`src/rtl/amo_pkg.sv`:
```
// amo_pkg -- shared definitions for the atomic-memory-operation controller.
//   * XLEN default width macro (overridable from the command line)
//   * funct5 encodings for LR/SC and the AMO family
//   * controller state enum, exported to the debug port of amo_ctrl
//   * helpers that classify a funct5 value
`ifndef XLEN
`define XLEN 32
`endif

package amo_pkg;

  localparam logic [4:0] F5_ADD  = 5'b00000;
  localparam logic [4:0] F5_SWAP = 5'b00001;
  localparam logic [4:0] F5_LR   = 5'b00010;
  localparam logic [4:0] F5_SC   = 5'b00011;
  localparam logic [4:0] F5_XOR  = 5'b00100;
  localparam logic [4:0] F5_OR   = 5'b01000;
  localparam logic [4:0] F5_AND  = 5'b01100;
  localparam logic [4:0] F5_MIN  = 5'b10000;
  localparam logic [4:0] F5_MAX  = 5'b10100;
  localparam logic [4:0] F5_MINU = 5'b11000;
  localparam logic [4:0] F5_MAXU = 5'b11100;

  typedef enum logic [2:0] {
    ST_IDLE  = 3'd0,
    ST_LOAD  = 3'd1,
    ST_CHECK = 3'd2,
    ST_STORE = 3'd3,
    ST_DONE  = 3'd4
  } state_t;

  function automatic logic is_supported(input logic [4:0] f);
    case (f)
      F5_ADD, F5_SWAP, F5_LR, F5_SC, F5_XOR, F5_OR, F5_AND,
      F5_MIN, F5_MAX, F5_MINU, F5_MAXU: is_supported = 1'b1;
      default:                          is_supported = 1'b0;
    endcase
  endfunction

endpackage

```
`src/rtl/amo_ctrl_if.sv`:
```
// amo_ctrl_if -- memory port of the atomic controller.
// Handshake: o_mem_req is held high with o_mem_addr/o_mem_we/o_mem_wdata
// stable until a cycle in which i_mem_ack is high; that cycle completes the
// transfer (read data is taken from i_mem_rdata in the same cycle). An ack
// seen while o_mem_req is low has no effect.
//   master : controller side (drives request, receives ack/rdata)
//   slave  : memory side
`ifndef XLEN
`define XLEN 32
`endif

interface amo_ctrl_if #(
  parameter int XLEN = `XLEN
);
  logic            o_mem_req;
  logic            o_mem_we;
  logic [XLEN-1:0] o_mem_addr;
  logic [XLEN-1:0] o_mem_wdata;
  logic [XLEN-1:0] i_mem_rdata;
  logic            i_mem_ack;

  modport master (
    output o_mem_req, o_mem_we, o_mem_addr, o_mem_wdata,
    input  i_mem_rdata, i_mem_ack
  );

  modport slave (
    input  o_mem_req, o_mem_we, o_mem_addr, o_mem_wdata,
    output i_mem_rdata, i_mem_ack
  );
endinterface

```
`src/rtl/amo_alu.sv`:
```
// amo_alu -- combinational read-modify-write operator for AMOs.
//   op     : funct5 of the AMO
//   a      : value loaded from memory
//   b      : rs2 operand
//   result : value to store back (SWAP and unknown ops return b)
`ifndef XLEN
`define XLEN 32
`endif

module amo_alu
  import amo_pkg::*;
#(
  parameter int XLEN = `XLEN
) (
  input  logic [4:0]      op,
  input  logic [XLEN-1:0] a,
  input  logic [XLEN-1:0] b,
  output logic [XLEN-1:0] result
);

  always_comb begin
    result = b;
    case (op)
      F5_ADD:  result = a + b;
      F5_XOR:  result = a ^ b;
      F5_AND:  result = a & b;
      F5_OR:   result = a | b;
      F5_MIN:  result = ($signed(a) < $signed(b)) ? a : b;
      F5_MAX:  result = ($signed(a) > $signed(b)) ? a : b;
      F5_MINU: result = (a < b) ? a : b;
      F5_MAXU: result = (a > b) ? a : b;
      default: result = b;
    endcase
  end

endmodule

```
`src/rtl/amo_ctrl.sv`:
```
// amo_ctrl -- sequences RISC-V A-extension operations (LR, SC, AMOs) onto a
// single-port memory and drives a reservation table.
//   i_clk/i_rst            : clock, synchronous active-high reset
//   i_req..i_rs2, o_ready  : operation request, taken when i_req && o_ready
//   o_done/o_rd_data/o_err : one-cycle completion with rd result / error flag
//   mem                    : memory request port (amo_ctrl_if.master)
//   o_set_res/o_check_res/o_wr_en, o_res_id/o_res_addr, i_gnt
//                          : reservation-table pulses, key and SC grant
//   o_state                : current controller state (debug)
`ifndef XLEN
`define XLEN 32
`endif

module amo_ctrl
  import amo_pkg::*;
#(
  parameter int  XLEN  = `XLEN,
  parameter int  N_IDS = 1,
  localparam int ID_W  = (N_IDS > 1) ? $clog2(N_IDS) : 1
) (
  input  logic            i_clk,
  input  logic            i_rst,
  input  logic            i_req,
  input  logic [4:0]      i_funct5,
  input  logic [ID_W-1:0] i_id,
  input  logic [XLEN-1:0] i_addr,
  input  logic [XLEN-1:0] i_rs2,
  output logic            o_ready,
  output logic            o_done,
  output logic [XLEN-1:0] o_rd_data,
  output logic            o_err,
  amo_ctrl_if.master      mem,
  output logic            o_set_res,
  output logic            o_check_res,
  output logic            o_wr_en,
  output logic [ID_W-1:0] o_res_id,
  output logic [XLEN-1:0] o_res_addr,
  input  logic            i_gnt,
  output state_t          o_state
);

  state_t          state_q, state_d;
  logic [4:0]      funct5_q;
  logic [ID_W-1:0] id_q;
  logic [XLEN-1:0] addr_q;
  logic [XLEN-1:0] rs2_q;
  logic [XLEN-1:0] rd_q;     // loaded value for LR/AMO, SC status for SC
  logic            err_q;
  logic [XLEN-1:0] alu_result;

  logic accept;
  logic bad_req;

  assign accept  = (state_q == ST_IDLE) && i_req;
  assign bad_req = (i_addr[1:0] != 2'b00) || !is_supported(i_funct5);
  assign o_state = state_q;

  amo_alu #(.XLEN(XLEN)) u_alu (
    .op     (funct5_q),
    .a      (rd_q),
    .b      (rs2_q),
    .result (alu_result)
  );

  // State register
  always_ff @(posedge i_clk) begin
    if (i_rst) state_q <= ST_IDLE;
    else       state_q <= state_d;
  end

  // Next-state logic
  always_comb begin
    state_d = state_q;
    case (state_q)
      ST_IDLE: begin
        if (i_req) begin
          if (bad_req)                state_d = ST_DONE;
          else if (i_funct5 == F5_SC) state_d = ST_CHECK;
          else                        state_d = ST_LOAD;
        end
      end
      ST_LOAD:  if (mem.i_mem_ack) state_d = (funct5_q == F5_LR) ? ST_DONE : ST_STORE;
      ST_CHECK: state_d = i_gnt ? ST_STORE : ST_DONE;
      ST_STORE: if (mem.i_mem_ack) state_d = ST_DONE;
      ST_DONE:  state_d = ST_IDLE;
      default:  state_d = ST_IDLE;
    endcase
  end

  // Operation latches
  always_ff @(posedge i_clk) begin
    if (i_rst) begin
      funct5_q <= '0;
      id_q     <= '0;
      addr_q   <= '0;
      rs2_q    <= '0;
      rd_q     <= '0;
      err_q    <= 1'b0;
    end else begin
      if (accept) begin
        funct5_q <= i_funct5;
        id_q     <= i_id;
        addr_q   <= i_addr;
        rs2_q    <= i_rs2;
        rd_q     <= '0;
        err_q    <= bad_req;
      end else if (state_q == ST_LOAD && mem.i_mem_ack) begin
        rd_q <= mem.i_mem_rdata;
      end else if (state_q == ST_CHECK) begin
        // SC reports 0 on success, 1 on failure
        rd_q <= i_gnt ? '0 : XLEN'(1);
      end
    end
  end

  // Outputs, decoded from the current state only (plus same-cycle ack for pulses)
  always_comb begin
    o_ready         = 1'b0;
    o_done          = 1'b0;
    o_rd_data       = '0;
    o_err           = 1'b0;
    o_set_res       = 1'b0;
    o_check_res     = 1'b0;
    o_wr_en         = 1'b0;
    o_res_id        = '0;
    o_res_addr      = '0;
    mem.o_mem_req   = 1'b0;
    mem.o_mem_we    = 1'b0;
    mem.o_mem_addr  = '0;
    mem.o_mem_wdata = '0;
    if (state_q != ST_IDLE) begin
      o_res_id   = id_q;
      o_res_addr = addr_q;
    end
    case (state_q)
      ST_IDLE: o_ready = 1'b1;
      ST_LOAD: begin
        mem.o_mem_req  = 1'b1;
        mem.o_mem_addr = addr_q;
        o_set_res      = mem.i_mem_ack && (funct5_q == F5_LR);
      end
      ST_CHECK: o_check_res = 1'b1;
      ST_STORE: begin
        mem.o_mem_req   = 1'b1;
        mem.o_mem_we    = 1'b1;
        mem.o_mem_addr  = addr_q;
        mem.o_mem_wdata = (funct5_q == F5_SC) ? rs2_q : alu_result;
        o_wr_en         = mem.i_mem_ack;
      end
      ST_DONE: begin
        o_done    = 1'b1;
        o_rd_data = rd_q;
        o_err     = err_q;
      end
      default: ;
    endcase
  end

endmodule

```
`src/flat_wrapper.sv`:
```
// flat-port wrapper written by rule: the top's interface ports become plain ports
module amo_ctrl_flat import amo_pkg::*;
#(
  parameter int  XLEN  = `XLEN,
  parameter int  N_IDS = 1,
  localparam int ID_W  = (N_IDS > 1) ? $clog2(N_IDS) : 1
)
  (i_clk, i_rst, i_req, i_funct5, i_id, i_addr, i_rs2, o_ready, o_done, o_rd_data, o_err, o_set_res, o_check_res, o_wr_en, o_res_id, o_res_addr, i_gnt, o_state, mem_o_mem_req, mem_o_mem_we, mem_o_mem_addr, mem_o_mem_wdata, mem_i_mem_rdata, mem_i_mem_ack);
  amo_ctrl_if #(.XLEN(XLEN)) mem_i ();
  input  logic i_clk;
  input  logic i_rst;
  input  logic i_req;
  input  logic [4:0] i_funct5;
  input  logic [ID_W-1:0] i_id;
  input  logic [XLEN-1:0] i_addr;
  input  logic [XLEN-1:0] i_rs2;
  output logic o_ready;
  output logic o_done;
  output logic [XLEN-1:0] o_rd_data;
  output logic o_err;
  output logic o_set_res;
  output logic o_check_res;
  output logic o_wr_en;
  output logic [ID_W-1:0] o_res_id;
  output logic [XLEN-1:0] o_res_addr;
  input  logic i_gnt;
  output state_t o_state;
  output wire logic [$bits(mem_i.o_mem_req)-1:0] mem_o_mem_req;
  output wire logic [$bits(mem_i.o_mem_we)-1:0] mem_o_mem_we;
  output wire logic [$bits(mem_i.o_mem_addr)-1:0] mem_o_mem_addr;
  output wire logic [$bits(mem_i.o_mem_wdata)-1:0] mem_o_mem_wdata;
  input wire logic [$bits(mem_i.i_mem_rdata)-1:0] mem_i_mem_rdata;
  input wire logic [$bits(mem_i.i_mem_ack)-1:0] mem_i_mem_ack;
  assign mem_o_mem_req = mem_i.o_mem_req;
  assign mem_o_mem_we = mem_i.o_mem_we;
  assign mem_o_mem_addr = mem_i.o_mem_addr;
  assign mem_o_mem_wdata = mem_i.o_mem_wdata;
  assign mem_i.i_mem_rdata = mem_i_mem_rdata;
  assign mem_i.i_mem_ack = mem_i_mem_ack;
  amo_ctrl #(.XLEN(XLEN), .N_IDS(N_IDS)) u_core (.i_clk(i_clk), .i_rst(i_rst), .i_req(i_req), .i_funct5(i_funct5), .i_id(i_id), .i_addr(i_addr), .i_rs2(i_rs2), .o_ready(o_ready), .o_done(o_done), .o_rd_data(o_rd_data), .o_err(o_err), .mem(mem_i), .o_set_res(o_set_res), .o_check_res(o_check_res), .o_wr_en(o_wr_en), .o_res_id(o_res_id), .o_res_addr(o_res_addr), .i_gnt(i_gnt), .o_state(o_state));
endmodule
```
`config.mk`:
```
export PLATFORM = sky130hd
export DESIGN_NAME = amo_ctrl_flat
export DESIGN_NICKNAME = d
export VERILOG_FILES = /design/src/rtl/amo_pkg.sv /design/src/rtl/amo_ctrl_if.sv /design/src/rtl/amo_alu.sv /design/src/rtl/amo_ctrl.sv /design/src/flat_wrapper.sv
export SDC_FILE = /design/constraint.sdc
export NUM_CORES = 1
export LEC_CHECK = 0
export ABC_CLOCK_PERIOD_IN_PS = 9450
export BUFFER_PORTS_ARGS = -buffer_cell sky130_fd_sc_hd__buf_4
export CAP_MARGIN = 25
export CORE_ASPECT_RATIO = 0.5
export CORE_UTILIZATION = 55
export CTS_CLUSTER_SIZE = 40
export DETAILED_ROUTE_END_ITERATION = 8
export PLACE_DENSITY_LB_ADDON = 0.2
export SLEW_MARGIN = 5
export SYNTH_ARGS = -nofsm -noshare
export SYNTH_HDL_FRONTEND = slang
export SYNTH_SLANG_ARGS = --single-unit
```
`constraint.sdc`:
```
create_clock -name i_clk -period 9.45 [get_ports i_clk]
set_input_delay 0.4725 -clock i_clk [delete_from_list [all_inputs] [get_ports i_clk]]
set_output_delay 0.4725 -clock i_clk [all_outputs]
set_load 0.03 [all_outputs]
```
==> results of run 1 <==
## registers in the layout, summed over array words and instances (netlist names)
signal,count
u_core.id_q,1
u_core.addr_q,32
u_core.rd_q,32
u_core.funct5_q,5
u_core.rs2_q,32
u_core.o_state,3
u_core.err_q,1
## area by class of cell
type / count / area, um^2 / share of cell area
well taps: 227 / 284 / 0.0248
clock buffers: 10 / 229 / 0.0200
inverters: 78 / 293 / 0.0255
repair buffers: 264 / 2000 / 0.175
multi-input cells: 1016 / 6480 / 0.565
clock inverters: 6 / 53.8 / 0.00469
flip-flops and latches: 106 / 2120 / 0.185
## through the flow
step / utilization / setup slack, ns / total power (W) / instances
5_1_grt: 0.699 / 3.86 / 0.00128 / 1707
6_report: 0.699 / 4.23 / 0.00123 / 1707
4_1_cts: 0.698 / 4.31 / 0.00122 / 1706
3_3_place_gp: 0.679 / 4.60 / 0.000831 / 1687
3_5_place_dp: 0.681 / 4.75 / 0.000842 / 1690
2_1_floorplan: - / 4.86 / 0.000719 / 1295
## per-layer routing
| layer | track usage | share of wire | up-vias |
|---|---|---|---|
| met5 | 0 | 0 | - |
| met4 | 0.110 | 0.022 | 0 |
| met3 | 0.0915 | 0.11 | 71 |
| met2 | 0.605 | 0.45 | 608 |
| met1 | 0.500 | 0.42 | 4895 |
| li1 | - | - | 4860 |
## layout by cell type, fill, tap and decap left out, drive strengths merged, types with 5 or more instances in the layout
cell type  netlist  final
a2111oi          5      5
a211oi          18     18
a21o            15     15
a21oi          161    161
a221o           16     16
a221oi          20     20
a22oi           33     33
a31oi            8      8
and2            69     69
and3             7      7
buf             15    264
clkbuf          80     10
dfxtp          106    106
ha              96     96
inv             78     83
mux2i            7      7
nand2          203    203
nand2b          12     12
nand3           12     12
nor2            87     87
nor2b           44     44
nor3            19     19
nor4             9      9
o211ai          10     10
o21ai           64     64
o31ai            6      6
o32ai            5      5
or3              7      7
xnor2           14     14
xor2             9      9
## logic make-up after synthesis
| family | count (synthesis) | synth area share |
|---|---|---|
| AO/OA/AOI/OAI | 401 | 0.279 |
| XOR/XNOR | 23 | 0.0218 |
| adder cells (fa/ha/maj) | 97 | 0.132 |
| AND/OR/NAND/NOR | 488 | 0.256 |
| buffers and inverters | 173 | 0.0740 |
| multiplexers | 7 | 0.00758 |
| flip-flops | 106 | 0.230 |
## worst paths after layout
kind	startpoint	endpoint	slack, ns	depth (start not counted)
worst min-delay path	i_rs2[12]	u_core.rs2_q[12]$_SDFFE_PP0P_	0.35	3
worst max-delay path	u_core.rd_q[13]$_SDFFE_PP0P_	mem_o_mem_wdata[17]	4.23	14
worst min register to register	u_core.addr_q[13]$_SDFFE_PP0P_	u_core.addr_q[13]$_SDFFE_PP0P_	0.47	2
worst max register to register	u_core.o_state[1]$_SDFFE_PP0P_	u_core.rs2_q[31]$_SDFFE_PP0P_	6.76	6
## cells in the mapped netlist (2+ instances only)
master     count
or3_1          7
o41ai_1        3
xnor2_1       14
nand3_1       10
o21ai_1       11
nor2b_1       44
xor2_1         9
nor2_1        87
nand3b_1       4
a221o_1       16
buf_6          3
a31o_2         4
o21ai_0       53
a211oi_1      18
clkbuf_1      79
a21boi_0       4
dfxtp_1      106
buf_1          3
nor3_1        19
and2_1        69
a2111o_1       2
nand4_1        4
a2111oi_0      4
ha_1          96
mux2i_1        7
a21oi_1      161
a211o_1        3
o211ai_1      10
o2bb2ai_1      2
a22oi_1       33
o32ai_1        5
a31oi_1        8
and3_1         7
o21bai_1       4
nand2b_1      12
o31ai_1        6
nand2_1      203
nor3b_1        4
a21o_1        15
inv_1         77
buf_2          9
nor4_1         7
a221oi_1      20
o2111ai_1      2
## power by group through the flow
stage | sequential [W] | clock, W | combinational [W]
floorplan | 0.000495 | 0 | 0.000224
global placement | 0.000501 | 0 | 0.000331
detailed placement | 0.000502 | 0 | 0.000340
CTS | 0.000492 | 0.000390 | 0.000341
global route | 0.000496 | 0.000404 | 0.000378
finish | 0.000493 | 0.000382 | 0.000350
## worst register-to-register path, stage by stage, from the launching register on
cell     delay [ns]
dfxtp_1        0.45
nor3_2         0.20
buf_4          0.38
and2_2         0.54
buf_4          0.60
nand2_1        0.27
a21oi_1        0.18
==> impl_metrics.py, run 1 <==
metrics = {
    "outcome": {
        "status": "completed",
    },
    "critical_path": {
        "path_max_fanout": 18,
        "path_class": "flip-flop to output pin",
        "cp.required_ns": 8.98,
        "start_kind": "flip-flop",
        "cp-end-kind": "output pin",
        "cp_top_family": "compound AO/OA/AOI/OAI gates",
        "cp.arrival_ns": 4.75,
        "cpPeakStageDelay_ns": 0.64,
        "crit_buf_inv": 3,
        "cp_cell_sequence": "inv_1 > ha_1 > nor2_1 > a221oi_1 > o21bai_1 > o41ai_2 > nand3_4 > o21ai_0 > a211o_1 > a22o_1 > buf_8 > a2111oi_0 > o32ai_1 > buf_4",
        "slowest_stage": "a22o_1",
    },
    "power": {
        "leakage_nw": 4.93,
        "vdd_drop_max_mv": 0.101,
        "swShare": 0.360,
        "power_density_nw_per_um2": 107,
        "power.switching_w": 0.000441,
        "power.internal_w": 0.000784,
        "pwr-share-seq": 0.403,
        "combPwrFrac": 0.286,
        "clkPwrFrac": 0.312,
    },
    "sta": {
        "rsz0062_at_grt": "no",
        "setup_viol": 0,
        "worstMarginPinSlew_ns": 1.01,
        "fin_skew_ns": 0.00737,
        "finalMaxSlewViolations": 0,
        "fin_hold_ws_ns": 0.345,
        "clock.fmax_mhz": 191,
        "fin_crit_ns": 5.22,
        "fin_crit_sh": 0.553,
        "setup_tns_ns": 0,
        "hold_viol": 0,
        "slew-limit-headroom": 0.326,
    },
    "cts": {
        "hold_buffers": 0,
        "post_cts_buffers": 0,
        "clk_latency_ns": 0.37,
        "htreeDepth": 3,
        "cts_sinks": 106,
        "cts_tree": "built",
        "cts_resized": 0,
        "root_buffer": "clkbuf_16",
        "clockBufferDepth": 2,
        "clk_pin_slew_ns": 0.08,
        "cts_buffers": 9,
    },
    "drt": {
        "vias": 10434,
        "drt-initial-drc-count": 1039,
        "route.detailed.wl_per_inst_um": 19.5,
        "dr.pass1.iters": 5,
        "vias_per_cell": 6.11,
        "drt-total-wl_um": 33300,
        "drc": 0,
        "antenna_left": 0,
    },
    "placed_design": {
        "placed_cell_area_um2": 11200,
        "hpwl_um": 23000,
        "gp_congestion": 0.940,
        "port-buffer-count": 246,
    },
    "yosys": {
        "synth_area_per_cell_um2": 7.14,
        "synth_enable_flop_cells": 0,
        "synth_ff_type": "dfxtp_1",
        "yosysSeqAreaShare": 0.230,
        "yosysWarnings": 0,
        "yosys-top-cells-area": "dfxtp_1 23%, ha_1 13%, a21oi_1 8.7%",
        "synthArstFlopShare": 0,
        "synth_fp_nets": 1499,
        "yosys.area.top_type": "dfxtp_1",
        "synth.distinct_cells": 75,
        "syn-cell-area_um2": 9250,
        "synth_seq_cells": 106,
        "synth_top_area_frac": 0.230,
        "syn_inst": 1295,
    },
    "floorplanning": {
        "die_h_um": 93.7,
        "die-area_um2": 17400,
        "rows": 33,
        "io_pins": 247,
        "fp.coreArea_um2": 16400,
        "die_x_um": 185,
        "initial_utilization": 0.564,
    },
    "cells_and_area": {
        "stdcell_area_um2": 11500,
        "antenna_cells": 0,
        "syn2layout_area_growth_pct": 24.0,
        "drive_gt1_frac": 0.205,
        "layout.nets": 1679,
        "nFillCells": 1385,
    },
    "global_routing": {
        "gr-total-overflow": 0,
        "antenna_found_initial": 0,
        "grt_pass1_vias": 9488,
        "track_usage": 0.377,
        "grt_max_degree": 76,
        "grt_pass1_wl_um": 50500,
    },
    "hold_path": {
        "min_path_type": "primary input to flip-flop",
    },
    "job": {
        "cap_violations": 0,
    },
}
No activity file was read; power rests on OpenSTA's default activity.
==> run 2: changes to the inputs <==
- ABC_AREA: not set -> 1
- ABC_CLOCK_PERIOD_IN_PS: 9450 -> 4500
- CORE_UTILIZATION: 55 -> 50
- clock period: 9.45 -> 4.5 ns (I/O delays scaled with it)
==> run 2 against run 1 <==
Sequential power rose by 120%. First-iteration DRC count rose by 14%. Critical path depth rose by 5. Synthesized cell count rose by 30%.
==> impl_metrics.py, run 2 <==
metrics = {
    "sta": {
        "rsz0062_at_grt": "no",
        "hold_viol": 0,
        "worstMarginPinSlew_ns": 1.12,
        "fin_crit_sh": 0.921,
        "setup_viol": 0,
        "setup_tns_ns": 0,
        "finalMaxSlewViolations": 0,
        "clock.fmax_mhz": 241,
        "fin_crit_ns": 4.14,
        "fin_skew_ns": 0.0105,
        "slew-limit-headroom": 0.255,
    },
    "cells_and_area": {
        "fin_util": 0.633,
        "layout.nets": 2087,
        "final_cell_mix": "314 x nand2_1, 269 x buf_4, 233 x nor2_1, 224 x a21oi_1, 198 x inv_1",
        "syn2layout_area_growth_pct": 23.0,
        "drive_gt1_frac": 0.170,
        "layout.cells.most_common": "nand2_1",
        "reg_top3": "u_core.addr_q: 32 flops, u_core.rd_q: 32 flops, u_core.rs2_q: 32 flops",
        "antenna_cells": 0,
    },
    "drt": {
        "drt-initial-drc-count": 1183,
        "dr.pass1.iters": 8,
        "antenna_left": 0,
        "drt-total-wl_um": 39900,
        "route.detailed.wl_per_inst_um": 18.5,
        "drc": 0,
        "vias": 12347,
        "vias_per_cell": 5.73,
    },
    "critical_path": {
        "cp_cell_sequence": "inv_1 > ha_1 > nor2_1 > nand3_2 > nor2_4 > nand4_1 > clkinv_1 > nand2_4 > nand2_4 > nand2_4 > nand2_4 > nand2_4 > nand2_2 > nand3_1 > nand2_1 > nand3_1 > nand2_1 > inv_1 > buf_4",
        "path_class": "flip-flop to output pin",
        "crit_buf_inv": 4,
        "cp_top_family": "simple AND/OR/NAND/NOR gates",
        "cp.arrival_ns": 3.92,
        "path_max_fanout": 17,
        "crit_top_cell": "nand2_4",
        "cp.required_ns": 4.28,
        "start_kind": "flip-flop",
        "cp-end-kind": "output pin",
        "cpPeakStageDelay_ns": 0.47,
        "slowest_stage": "dfxtp_1",
    },
    "floorplanning": {
        "fp.coreArea_um2": 19600,
        "rows": 36,
        "io_pins": 247,
        "die_x_um": 203,
        "die_h_um": 102,
        "initial_utilization": 0.515,
        "die-area_um2": 20800,
    },
    "cts": {
        "cts_buffers": 9,
        "clockBufferDepth": 2,
        "clk_latency_ns": 0.38,
        "post_cts_buffers": 0,
        "clk_pin_slew_ns": 0.09,
        "cts_tree": "built",
        "root_buffer": "clkbuf_16",
        "htreeDepth": 3,
        "cts_sinks": 106,
        "hold_buffers": 0,
        "cts_resized": 0,
    },
    "hold_path": {
        "min_path_type": "primary input to flip-flop",
    },
    "yosys": {
        "synth_enable_flop_cells": 0,
        "synth_most_common_cell": "nand2_1",
        "synthTopCellsByCount": "315 x nand2_1, 235 x nor2_1, 224 x a21oi_1",
        "synth_ff_type": "dfxtp_1",
        "synth_top_area_frac": 0.210,
        "yosysWarnings": 0,
        "yosys-top-cells-area": "dfxtp_1 21%, ha_1 12%, nand2_1 12%",
        "synth_seq_cells": 106,
        "synthArstFlopShare": 0,
        "synth.distinct_cells": 48,
        "yosysSeqAreaShare": 0.210,
        "syn-cell-area_um2": 10100,
        "yosys.area.top_type": "dfxtp_1",
        "syn_inst": 1679,
        "synth_area_per_cell_um2": 6.00,
        "synth_fp_nets": 1883,
    },
    "power": {
        "power_density_nw_per_um2": 237,
        "leakage_nw": 5.78,
        "vdd_drop_max_mv": 0.164,
    },
    "placed_design": {
        "hpwl_um": 28800,
        "gp_congestion": 1.08,
        "port-buffer-count": 246,
    },
    "global_routing": {
        "track_usage": 0.378,
        "antenna_found_initial": 1,
        "grt_pass1_wl_um": 60100,
        "grt_max_degree": 75,
        "grt_pass1_vias": 11042,
        "gr-total-overflow": 0,
    },
    "job": {
        "cap_violations": 0,
    },
    "outcome": {
        "status": "completed",
    },
}
[run 2: worst reg2reg max path, delay by kind of cell, from the launching register on]
| kind | cells | cell delay [ns] |
|---|---|---|
| buffers and inverters | 3 | 0.53 |
| AOI/OAI and AO/OA | 1 | 0.25 |
| and+or+nand+nor | 5 | 1.22 |
| DFF | 1 | 0.39 |
[run 2: per-layer routing]
metal | GRT usage | wire length (um) | up-vias
met2 | 0.570 | 16700 | 674
met3 | 0.105 | 4770 | 63
li1 | - | - | 5954
met1 | 0.523 | 17700 | 5656
met4 | 0.112 | 855 | 0
met5 | 0 | 0 | -
[run 2: layout make-up]
class | instances | area, um^2
fill | 1960 | 7190
multi-input combinational | 1287 | 6860
sequential | 106 | 2120
timing repair buffer | 269 | 2020
inverter | 210 | 788
tap | 266 | 333
clock buffer | 9 | 225
clock inverter | 6 | 55.1
[run 2: kinds of logic (layout without fill, tap and decap cells)]
group                      count (synthesis)  after routing  share of synthesized area
DFF                                      106            106                      0.210
xor gates and xnor gates                   3              3                    0.00261
adders and majority gates                 97             97                      0.121
AOI/OAI and AO/OA                        453            453                      0.243
buffers and inverters                    286            494                      0.111
and+or+nand+nor                          734            734                      0.311
[run 2: path summary, 6_finish.rpt]
| kind | from | to | slack, ns | depth (start not counted) |
|---|---|---|---|---|
| worst max-delay path | u_core.rd_q[31]$_SDFFE_PP0P_ | mem_o_mem_wdata[7] | 0.36 | 19 |
| worst min-delay path | i_rst | u_core.o_state[0]$_SDFFE_PP0P_ | 0.05 | 2 |
| worst max register to register | u_core.o_state[2]$_SDFFE_PP0P_ | u_core.rd_q[20]$_SDFFE_PP0P_ | 2.02 | 9 |
| worst min register to register | u_core.id_q$_SDFFE_PP0P_ | u_core.id_q$_SDFFE_PP0P_ | 0.46 | 2 |
[run 2: power breakdown]
group	internal [W]	switching [W]	leakage, nW	total (W)
clock network	0.000387	0.000430	0.139	0.000817
logic	0.000337	0.000724	4.77	0.00106
registers	0.00101	0.0000472	0.871	0.00106
[run 2: metrics by stage]
stage	power (W)	cell area, um^2	hold slack (ns)	setup slack, ns	cells
2_1_floorplan	0.00176	10100	0.294	1.51	1679
3_3_place_gp	0.00210	12100	0.437	0.879	2138
3_5_place_dp	0.00211	12100	0.436	0.893	2138
4_1_cts	0.00292	12400	0.0396	0.465	2153
5_1_grt	0.00308	12400	0.0453	0.167	2153
6_report	0.00294	12400	0.0452	0.357	2153
